<file path="src/rtl/im_loader_pkg.sv">
// rtl/im_loader_pkg.sv - shared state encoding and constants for the instruction-memory loader
// Contents:
//   state_t            loader FSM states, 3-bit encoding
//   SYNC_BYTE_DEFAULT  default frame start marker
//   BYTE_IDX_W         width of the byte-within-word index
package im_loader_pkg;

  localparam int         BYTE_IDX_W        = 2;
  localparam logic [7:0] SYNC_BYTE_DEFAULT = 8'hA5;

  typedef enum logic [2:0] {
    ST_IDLE   = 3'd0,
    ST_CNT_HI = 3'd1,
    ST_CNT_LO = 3'd2,
    ST_DATA   = 3'd3,
    ST_CSUM   = 3'd4,
    ST_DONE   = 3'd5,
    ST_ERR    = 3'd6
  } state_t;

endpackage

</file>
<file path="src/rtl/im_loader_word_assembler.sv">
// rtl/im_loader_word_assembler.sv - 8-to-32 big-endian word assembler
// Ports:
//   CLK, RST_F  clock, asynchronous active-low reset
//   clr         synchronous clear of index and partial word
//   start       restart at byte 0 (new frame)
//   shift       accept data_byte into the word
//   data_byte   incoming byte
//   word        assembled word including the byte currently presented
//   complete    high when the byte being shifted is the 4th of a word
module im_loader_word_assembler
  import im_loader_pkg::*;
(
  input  logic        CLK,
  input  logic        RST_F,
  input  logic        clr,
  input  logic        start,
  input  logic        shift,
  input  logic [7:0]  data_byte,
  output logic [31:0] word,
  output logic        complete
);

  logic [BYTE_IDX_W-1:0] idx;
  logic [23:0]           shreg;

  always_ff @(posedge CLK or negedge RST_F) begin
    if (!RST_F) begin
      idx   <= '0;
      shreg <= '0;
    end else if (clr || start) begin
      idx   <= '0;
      shreg <= '0;
    end else if (shift) begin
      shreg <= {shreg[15:0], data_byte};
      idx   <= idx + 1'b1;  // wraps 3 -> 0 at the end of a word
    end
  end

  // The 4th byte is combined directly so the full word is available in the
  // same cycle it is accepted, letting the write register capture it.
  assign word     = {shreg, data_byte};
  assign complete = shift && (&idx);

endmodule

</file>
<file path="src/rtl/im_loader.sv">
// rtl/im_loader.sv - boot-time framed byte-stream writer for instruction memory
// Ports:
//   CLK, RST_F          clock, asynchronous active-low reset
//   clr                 synchronous clear to IDLE (processor stays held)
//   in_data/in_valid    byte stream input
//   in_ready            byte accepted when in_valid && in_ready
//   im_we/im_addr/im_wdata  instruction memory write port
//   cpu_rst_f           active-low processor reset, released only in DONE
//   busy/done/err       status
module im_loader
  import im_loader_pkg::*;
#(
  parameter int                ADDR_W    = 16,
  parameter logic [ADDR_W-1:0] LOAD_BASE = '0,
  parameter logic [7:0]        SYNC_BYTE = SYNC_BYTE_DEFAULT
) (
  input  logic              CLK,
  input  logic              RST_F,
  input  logic              clr,
  input  logic [7:0]        in_data,
  input  logic              in_valid,
  output logic              in_ready,
  output logic              im_we,
  output logic [ADDR_W-1:0] im_addr,
  output logic [31:0]       im_wdata,
  output logic              cpu_rst_f,
  output logic              busy,
  output logic              done,
  output logic              err
);

  state_t            state, next_state;
  logic              xfer;
  logic [15:0]       cnt;       // words remaining in the current frame
  logic [7:0]        csum;
  logic [ADDR_W-1:0] waddr;     // address the next completed word goes to
  logic [31:0]       word;
  logic              complete;
  logic              asm_start;
  logic              asm_shift;

  assign xfer      = in_valid && in_ready;
  assign asm_start = xfer && (state == ST_CNT_LO);
  assign asm_shift = xfer && (state == ST_DATA) && !clr;

  im_loader_word_assembler u_asm (
    .CLK       (CLK),
    .RST_F     (RST_F),
    .clr       (clr),
    .start     (asm_start),
    .shift     (asm_shift),
    .data_byte (in_data),
    .word      (word),
    .complete  (complete)
  );

  always_ff @(posedge CLK or negedge RST_F) begin
    if (!RST_F) state <= ST_IDLE;
    else        state <= next_state;
  end

  always_comb begin
    next_state = state;
    if (clr) begin
      next_state = ST_IDLE;
    end else if (xfer) begin
      case (state)
        ST_IDLE:   if (in_data == SYNC_BYTE) next_state = ST_CNT_HI;
        ST_CNT_HI: next_state = ST_CNT_LO;
        ST_CNT_LO: next_state = ({cnt[15:8], in_data} == 16'd0) ? ST_CSUM : ST_DATA;
        ST_DATA:   if (complete && (cnt == 16'd1)) next_state = ST_CSUM;
        ST_CSUM:   next_state = (in_data == csum) ? ST_DONE : ST_ERR;
        ST_DONE:   if (in_data == SYNC_BYTE) next_state = ST_CNT_HI;
        ST_ERR:    next_state = ST_ERR;
        default:   next_state = ST_IDLE;
      endcase
    end
  end

  always_ff @(posedge CLK or negedge RST_F) begin
    if (!RST_F) begin
      cnt      <= '0;
      csum     <= '0;
      waddr    <= LOAD_BASE;
      im_we    <= 1'b0;
      im_addr  <= LOAD_BASE;
      im_wdata <= '0;
    end else begin
      im_we <= 1'b0;
      if (clr) begin
        cnt   <= '0;
        csum  <= '0;
        waddr <= LOAD_BASE;
      end else if (xfer) begin
        case (state)
          ST_CNT_HI: cnt[15:8] <= in_data;
          ST_CNT_LO: begin
            cnt   <= {cnt[15:8], in_data};
            csum  <= '0;
            waddr <= LOAD_BASE;
          end
          ST_DATA: begin
            csum <= csum ^ in_data;
            if (complete) begin
              im_we    <= 1'b1;
              im_wdata <= word;
              im_addr  <= waddr;
              waddr    <= waddr + ADDR_W'(1);  // wraps modulo 2^ADDR_W
              cnt      <= cnt - 16'd1;
            end
          end
          default: ;
        endcase
      end
    end
  end

  // Status derives from the registered state, so done/cpu_rst_f rise the
  // cycle after the checksum byte and fall the cycle after a reload sync.
  assign in_ready  = (state != ST_ERR);
  assign busy      = (state == ST_CNT_HI) || (state == ST_CNT_LO) ||
                     (state == ST_DATA)   || (state == ST_CSUM);
  assign done      = (state == ST_DONE);
  assign cpu_rst_f = (state == ST_DONE);
  assign err       = (state == ST_ERR);

endmodule

</file>
<file path="config.mk">
export PLATFORM = sky130hd
export DESIGN_NAME = im_loader
export DESIGN_NICKNAME = d
export VERILOG_FILES = /design/src/rtl/im_loader_pkg.sv /design/src/rtl/im_loader_word_assembler.sv /design/src/rtl/im_loader.sv
export SDC_FILE = /design/constraint.sdc
export NUM_CORES = 1
export LEC_CHECK = 0
export ABC_AREA = 1
export BUFFER_PORTS_ARGS = -buffer_cell sky130_fd_sc_hd__buf_2
export CAP_MARGIN = 10
export CORE_ASPECT_RATIO = 0.5
export CORE_UTILIZATION = 45
export DETAILED_ROUTE_END_ITERATION = 8
export PLACE_DENSITY_LB_ADDON = 0.1
export SYNTH_ARGS = -nofsm -noshare
export SYNTH_HDL_FRONTEND = slang
export SYNTH_SLANG_ARGS = --single-unit
</file>
<file path="constraint.sdc">
create_clock -name CLK -period 1.6 [get_ports CLK]
set_input_delay 0.08 -clock CLK [delete_from_list [all_inputs] [get_ports CLK]]
set_output_delay 0.08 -clock CLK [all_outputs]
set_load 0.1 [all_outputs]
</file>
## After elaboration in Yosys (flattened, before gate mapping)

Cells that the tools add are included.

- Register bits after elaboration: 118
- Input port bits: 12
- Output and inout port bits: 54
- Word-level logic and storage cells: 79

- Add/subtract/negate cells: 3
- Equality and inequality tests: 13
- Multiplexer cells: 27
- Bitwise operators: 2
- Reduce and logical (&&, ||, !) cells: 24

Operator list:

| kind | number |
|---|---|
| $mux W16 | 6 |
| $mux W24 | 2 |
| $pmux W8 S2 | 3 |
| $pmux W16 S2 | 1 |
| $pmux W3 S6 | 1 |
| $add A16 B1 Y16 const B | 1 |
| $eq A16 B1 Y1 const B | 1 |
| $logic_not A16 Y1 | 1 |
| $mux W8 | 2 |
| $sub A16 B1 Y16 const B | 1 |
| $mux W3 | 5 |
| $eq A3 B3 Y1 const B | 3 |
| $reduce_and A3 Y1 | 3 |
| $eq A8 B8 Y1 | 1 |
| $eq A8 B8 Y1 const B | 1 |
| $xor A8 B8 Y8 | 1 |
| $eq A3 B2 Y1 const B | 2 |
| $logic_and A1 B1 Y1 | 6 |
| $mux W2 | 3 |
| $ne A3 B3 Y1 const B | 2 |
| $reduce_bool A3 Y1 | 2 |
| $logic_or A1 B1 Y1 | 4 |
| $mux W1 | 4 |
| $reduce_and A2 Y1 | 2 |
| other kinds (10) | 11 |

## Logic depth before layout (Yosys ltp)

Gate-level depths: netlist of run 1.

- Word-level depth: 10
- Mapped depth: 11
- Depth with buffers taken out: 11

## Hierarchy

A second synthesis of run 1 with hierarchy kept.

- Cells, all modules: 811
- Area, all modules: 5980.7 um^2

Modules (own cells, without submodules):

| module | instances | cells an instance | area an instance (um^2) | seq. area each (um^2) |
|---|---|---|---|---|
| im_loader | 1 | 636 | 4684.5 | 2302.2 |
| im_loader_word_assembler | 1 | 175 | 1296.2 | 650.6 |

## Worst setup path after synthesis of run 1

OpenSTA, ideal clock, no wires.

- Path type: reg2out
- From: register state[0]
- To: output port done
- Arrival time: 3199 ps
- Data required time: 1520 ps
- Setup slack: -1679 ps
- Cell stages (with the launch flop): 4
- Buffers on the path: 1
- Cell sequence: dfrtp_1 -> inv_2 -> nor3_1 -> buf_4

- Word-level cells in the longest chain between the ends: 1

Ends and longest elaborated chain:

| element | line | text |
|---|---|---|
| start: declaration | im_loader.sv:32 | `state_t state, next_state;` |
| start signal: assignment | im_loader.sv:59 | `else state <= next_state;` |
| $eq A3 B3 Y1 | n/a |  |
| end: declaration | im_loader.sv:28 | `output logic done,` |

Every way passes these cells.

## Worst setup path in the final report of run 1

- From: register state[2]
- To: register state[2]

- Word-level cells in the longest chain between the ends: 8
- Elaborated cells between the ends (all ways): 21
- Classes of those cells: eq/ne: 9; mux: 3; reduce/logical: 9

Ends and longest elaborated chain:

| element | line | text |
|---|---|---|
| $ne A3 B3 Y1 | im_loader.sv:120 | `assign in_ready = (state != ST_ERR);` |
| $logic_and A1 B1 Y1 | im_loader.sv:42 | `assign xfer = in_valid && in_ready;` |
| $logic_and A1 B1 Y1 (2 in series) | im_loader.sv:44 | `assign asm_shift = xfer && (state == ST_DATA) && !clr;` |
| $logic_and A1 B1 Y1 | im_loader_word_assembler.sv:42 | `assign complete = shift && (&idx);` |
| $logic_and A1 B1 Y1 | im_loader.sv:71 | `ST_DATA: if (complete && (cnt == 16'd1)) next_state = ST_CSUM;` |
| $ne A3 B2 Y1 (no source line) | n/a |  |
| $reduce_and A3 Y1 (no source line) | n/a |  |

Parallel ways exist; a longest one is shown, timed or not. The select of a mux whose other input is x is not followed.
A chain may end at the register's enable or synchronous reset.

==> out/qor.txt, run 1 <==
Maximum vdd drop -> 0.000643 V
Die width -> 162 um
DIE AREA -> 13300 um^2
Xor and xnor area share after synthesis -> 0.304%
CP bufs+invs -> 2
Worst Skew -> 7.96 ps
#FFs+latches synth -> 118
Crit path kind -> reg -> reg
Top-count cell post-synth -> nand2_1
Slowest CP cell -> dfrtp_1
Yosys cell types -> 36
Core Region -> 12100 um^2
Via count -> 5419
Post-Synth Adder-Cell Area -> 0.869%
Slew Viols, Final -> 0
Top cell type's share of synthesized area -> 51.3%
Final Non-Filler Cells -> 1023
Area Overhead vs Synth -> 41.8%
Total GRT Usage -> 24.4%
Status -> complete, but fails checks
Crit path max-delay family -> simple AND/OR/NAND/NOR gates
Core Rows -> 28
Share of post-route cells with drive strength above 1 -> 31.0%
Tcrit/Tclk final -> 108%
Residual DRC -> 0
Yosys warnings -> 0
Power Density -> 1260 nW/um^2
# setup viols final -> 78
Vias in the first global route -> 4841
CTS sink count -> 118
Mapped cell area -> 5760 um^2
Rel. slew slack -> 67.4%
Post-synth EDFFs -> 0
# placed instances -> 962
Multiplexer share of the synthesized area -> 0%
GP Congestion -> 0.889
Synth Flop Type -> dfrtp_1
Min-delay worst type -> in -> reg
Multi-input gate area -> 2580 um^2
Bufs on Longest Clock Path -> 2
Post-synthesis compound-gate area fraction -> 13.6%
Final wirelength -> 17.2 mm
CP Launch Type -> register
Place WS -> -85.4 ps
Main combinational cell family by area after synthesis -> simple AND/OR/NAND/NOR gates
Total grt overflow -> 0
Max Cap Violations -> 0
Antenna diodes -> 0
Crit-path max FO -> 4
H-tree Lvls -> 4
Mapped Cells -> 702
Final hold violations -> 0
Synth area leaders -> dfrtp_1, nand2_1, inv_1, nor2_1, o21ai_0
I/O Pins -> 66
HPWL Detailed -> 10.3 mm
Sequential-to-total area share from yosys stat -> 51.3%
WL/cell -> 16.8 um
FF/Latch Area -> 2960 um^2
Port bufs -> 65
Initial antenna violation count -> 0
Root Buffer -> clkbuf_16
Drt pass-1 iters -> 5
Worst skew pair latency -> 420 ps
Crit path time final -> 1720 ps
Async S/R FF share, synth -> 100%
Syn Nets -> 718
Critical Path RT -> 1900 ps
DR iter-0 viols -> 412
Die height -> 82.0 um
Top post-synthesis cells by count -> nand2_1, dfrtp_1, inv_1
Initial Util -> 47.5%
Static leakage -> 3.87 nW
Cts bufs inserted -> 17
# fillers -> 971
Final worst slack -> -123 ps
Violated checks -> setup timing
Post-Syn Area per Cell -> 8.20 um^2
CP cell instances -> buf_6, nand3_2, nand2_4, o21ai_4, nand3_2, nor2_4, inv_1, nand2_1, nand2_1
Peak per-stage delay on the critical path -> 400 ps
NumNets Final -> 861
Worst EP arrival -> 2020 ps
CP Capture Type -> register
Via density -> 5.30
Max Clk Rate -> 581 MHz
Largest net degree at the start of global routing -> 41
TritonCTS clock tree -> built
Worst-margin pin slew -> 492 ps
Routed Antenna Nets -> 0
First-pass GRT wire length -> 24.6 mm
Area share of and/or/nand/nor cells after synthesis -> 24.5%
RSZ-0062 raised after global routing -> yes
Largest area contributor in the netlist -> dfrtp_1
Clock-pin slew on the worst setup and hold paths -> 60 ps
[per-layer routing]
metal	share of wire (%)	wire length (um)	track usage, %
met1	47	8080	34.7
met2	46	7970	37.5
met3	5.4	925	5.35
met4	1.1	186	6.98
met5	0	0	0
[worst register-to-register path: stages (launching register included)]
cell and delay, ps:
dfrtp_1 400, buf_6 140, nand3_2 110, nand2_4 90, o21ai_4 280, nand3_2 160
nor2_4 170, inv_1 100, nand2_1 90, nand2_1 60
[power by group]
| group | total (mW) | internal, mW | switching [mW] |
|---|---|---|---|
| combinational | 2.96 | 1.26 | 1.70 |
| sequential | 3.31 | 3.15 | 0.161 |
| clock | 4.00 | 2.51 | 1.49 |
| total | 10.3 | 6.92 | 3.36 |
[registers in the layout (all words and copies together) (netlist names)]
register / cells
im_we: 1
u_asm.idx: 2
im_wdata: 32
csum: 8
waddr: 16
state: 3
im_addr: 16
u_asm.shreg: 24
cnt: 16
[worst paths after layout]
check	startpoint	endpoint	slack, ps	depth (start not counted)
setup / recovery	state[2]	state[2]	-120	9
hold / removal	in_data[6]	csum[6]	10	4
setup reg to reg	state[2]	state[2]	-120	9
hold reg to reg	im_addr[6]	im_addr[6]	470	2
max in group asynchronous	RST_F	im_addr[3]	800	3
min in group asynchronous	RST_F	im_wdata[12]	140	2
[stage by stage]
stage | hold slack [ps] | TNS (ps) | total power, mW | utilization (%) | area [um^2]
6_report | 14.5 | -3990 | 10.3 | 67.4 | 8170
3_5_place_dp | 47.0 | -865 | 5.67 | 55.1 | 6680
2_1_floorplan | -216 | -55440 | 4.72 | - | 5770
5_1_grt | 30.3 | -10370 | 10.7 | 67.4 | 8170
3_3_place_gp | 42.6 | -441 | 5.67 | 55.1 | 6680
4_1_cts | 5.51 | -2090 | 9.84 | 61.5 | 7450
[cells by family after synthesis]
group | count (synthesis)
fa+ha+maj | 4
compound gates | 137
flops | 118
buf+inv | 121
simple gates | 320
xor+xnor | 2
[layout by cell type, fill, tap and decap left out, types with 3 or more instances in the layout]
cell type / synthesis / routed
a21oi_1: 17 / 15
buf_12: 0 / 14
buf_2: 6 / 59
buf_4: 3 / 46
buf_6: 7 / 16
buf_8: 1 / 3
bufinv_16: 0 / 3
clkbuf_16: 0 / 26
clkinv_4: 0 / 4
clkinvlp_4: 0 / 3
dfrtp_1: 118 / 116
ha_1: 4 / 3
inv_1: 87 / 85
inv_6: 1 / 5
nand2_1: 183 / 172
nand2_2: 4 / 9
nand2_4: 3 / 6
nand2_8: 0 / 4
nand3_1: 37 / 34
nand3_2: 10 / 10
nand3_4: 1 / 4
nand4_1: 12 / 12
nor2_1: 59 / 48
nor2_2: 0 / 6
nor2_4: 1 / 6
nor3_1: 7 / 6
o21ai_0: 43 / 33
o21ai_1: 32 / 39
o21ai_2: 8 / 11
o22ai_1: 32 / 19
o22ai_2: 0 / 13
[what timing repair did]
| action | 4_1_cts | 5_1_grt |
|---|---|---|
| pin swaps | 9 | 12 |
| gates resized for setup | 29 | 96 |
| setup buffers | 4 | 15 |
| hold buffers | 1 | 0 |
| cloned | 1 | 11 |
| hold endpoints to repair | 70 | 0 |
| endpoints found under the setup margin | 54 | 122 |
[layout make-up]
cell class / instances / area share [%]
flip-flops and latches: 118 / 36.2
multi-input cells: 464 / 31.6
repair buffers: 149 / 17.2
clock buffers: 19 / 5.42
inverters: 95 / 4.90
well taps: 165 / 2.53
clock inverters: 13 / 2.10
No activity file was read; power rests on OpenSTA's default activity.
==> inputs of run 2 (changes only) <==
--- a/config.mk
+++ b/config.mk
@@ -15,3 +15,4 @@
 export SYNTH_ARGS = -nofsm -noshare
 export SYNTH_HDL_FRONTEND = slang
 export SYNTH_SLANG_ARGS = --single-unit
+export TNS_END_PERCENT = 30
==> constraint.sdc (replaced) <==
create_clock -name CLK -period 1.64 [get_ports CLK]
set_input_delay 0.082 -clock CLK [delete_from_list [all_inputs] [get_ports CLK]]
set_output_delay 0.082 -clock CLK [all_outputs]
set_load 0.1 [all_outputs]
==> out/qor.txt, run 2 (synthesis results as in run 1) <==
Initial antenna violation count -> 0
Clk pwr share -> 39.1%
Area Overhead vs Synth -> 34.5%
Crit-path max FO -> 7
Final hold violations -> 0
Top reg by flops -> im_wdata
Reg2reg setup slack -> -10 ps
Initial Util -> 47.5%
Core Rows -> 28
Worst r2r dst -> cnt[4]
Reg2reg start -> state[2]
Drt pass-1 iters -> 5
GP Congestion -> 0.863
Min-delay worst type -> in -> reg
Slew Viols, Final -> 0
I/O Pins -> 66
Leading cell types in the layout, fill and taps excluded -> nand2_1, dfrtp_1, inv_1
Hold path start -> in_data[3]
CP Capture Type -> output pin
Total grt overflow -> 0
Cts bufs inserted -> 17
Static leakage -> 3.70 nW
Total GRT Usage -> 23.3%
Port bufs -> 65
PnR Total Power -> 9.77 mW
Relative contribution of sequential cells to total power -> 33.1%
Status -> complete, but fails checks
NumNets Final -> 839
Critical Path RT -> 1560 ps
Worst EP arrival -> 1610 ps
Post-Route Setup TNS -> -91.8 ps
# setup viols final -> 5
Comb power frac -> 27.7%
Psw -> 3.23 mW
Largest registers -> im_wdata x32, u_asm.shreg x24
Sw Ratio -> 33.1%
Crit path kind -> reg -> out
Largest net degree at the start of global routing -> 52
Antenna diodes -> 0
CTS sink count -> 118
CP Launch Type -> register
Clock-pin slew on the worst setup and hold paths -> 60 ps
Place WS -> -53.1 ps
Max reg flops -> 32
Vias in the first global route -> 4611
Final worst slack -> -48.2 ps
Final wirelength -> 15.4 mm
H-tree Lvls -> 4
Bufs on Longest Clock Path -> 2
Most common cell after layout, fill and taps aside -> nand2_1
Via density -> 5.17
RSZ-0062 raised after global routing -> yes
DIE AREA -> 13300 um^2
Rel. slew slack -> 67.2%
Internal Power -> 6.54 mW
DR iter-0 viols -> 359
Die height -> 82.0 um
Maximum vdd drop -> 0.000679 V
Worst skew pair latency -> 410 ps
Power Density -> 1260 nW/um^2
Tcrit/Tclk final -> 103%
Max Cap Violations -> 0
Residual DRC -> 0
Worst Skew -> 11.8 ps
HPWL Detailed -> 10.3 mm
Share of post-route cells with drive strength above 1 -> 28.3%
Root Buffer -> clkbuf_16
WL/cell -> 15.4 um
Routed Antenna Nets -> 0
Max Clk Rate -> 592 MHz
First-pass GRT wire length -> 23.5 mm
TritonCTS clock tree -> built
Hold path cells -> 4
Die width -> 162 um
R2r worst-path depth -> 10
Core Region -> 12100 um^2
Crit path time final -> 1690 ps
Start point of the critical path -> state[1]
Worst Hold End -> csum[3]
# fillers -> 1055
Worst-margin pin slew -> 496 ps
Violated checks -> setup timing
Via count -> 5168
==> run 2: power groups by stage <==
stage               Combinational, mW  Sequential [mW]  Clock (mW)
detailed placement               2.25             3.27           0
floorplan                        1.38             3.23           0
global route                     2.92             3.26        3.99
finish                           2.71             3.24        3.83
CTS                              2.38             3.21        3.86
global placement                 2.22             3.27           0
==> run 2: worst max-delay path by stage <==
stage | end | slack (ps) | cells past startpoint
6_report | busy | -50 | 3
5_1_grt | waddr[9] | -90 | 11
4_1_cts | busy | -70 | 5
3_5_place_dp | cnt[7] | -50 | 8
3_3_place_gp | state[1] | -50 | 9
2_1_floorplan | busy | -560 | 3
==> run 2: worst max-delay path: stages (launching register included) <==
cell and delay (ps):
dfrtp_2 500, buf_6 160, o211ai_1 270, clkbuf_16 260
==> run 2: layout make-up <==
cell class              count  area (um^2)  area share (%)
clock inverters            14          176            2.28
multi-input cells         463         2480            32.0
clock buffers              17          425            5.49
well taps                 165          206            2.67
flip-flops and latches    118         2960            38.2
repair inverters            2         20.0           0.259
repair buffers            126         1080            13.9
inverters                  95          404            5.22
==> run 2: layer usage <==
layer / part of all wire (%) / wire [um] / GRT usage, %
met2: 44 / 6750 / 35.1
met4: 1.2 / 184 / 8.02
met5: 0 / 0 / 0
met1: 51 / 7820 / 33.5
met3: 4.0 / 622 / 4.70
==> run 2: timing repair <==
action / in CTS / in global routing
gates cloned: 0 / 6
endpoints found under the setup margin: 23 / 67
gates resized for setup: 14 / 85
buffers inserted: 4 / 2
pin swaps: 2 / 18
hold endpoints to repair: 42 / 0
hold buffers: 1 / 0
==> run 2: metrics by stage <==
| stage | area (um^2) | hold slack [ps] | std cells | util (%) |
|---|---|---|---|---|
| finish | 7740 | 16.1 | 1000 | 63.9 |
| CTS | 7350 | 3.74 | 994 | 60.7 |
| floorplan | 5770 | -214 | 702 | - |
| global placement | 6680 | 53.9 | 958 | 55.1 |
| global route | 7740 | 51.0 | 1000 | 63.9 |
| detailed placement | 6680 | 54.9 | 958 | 55.1 |
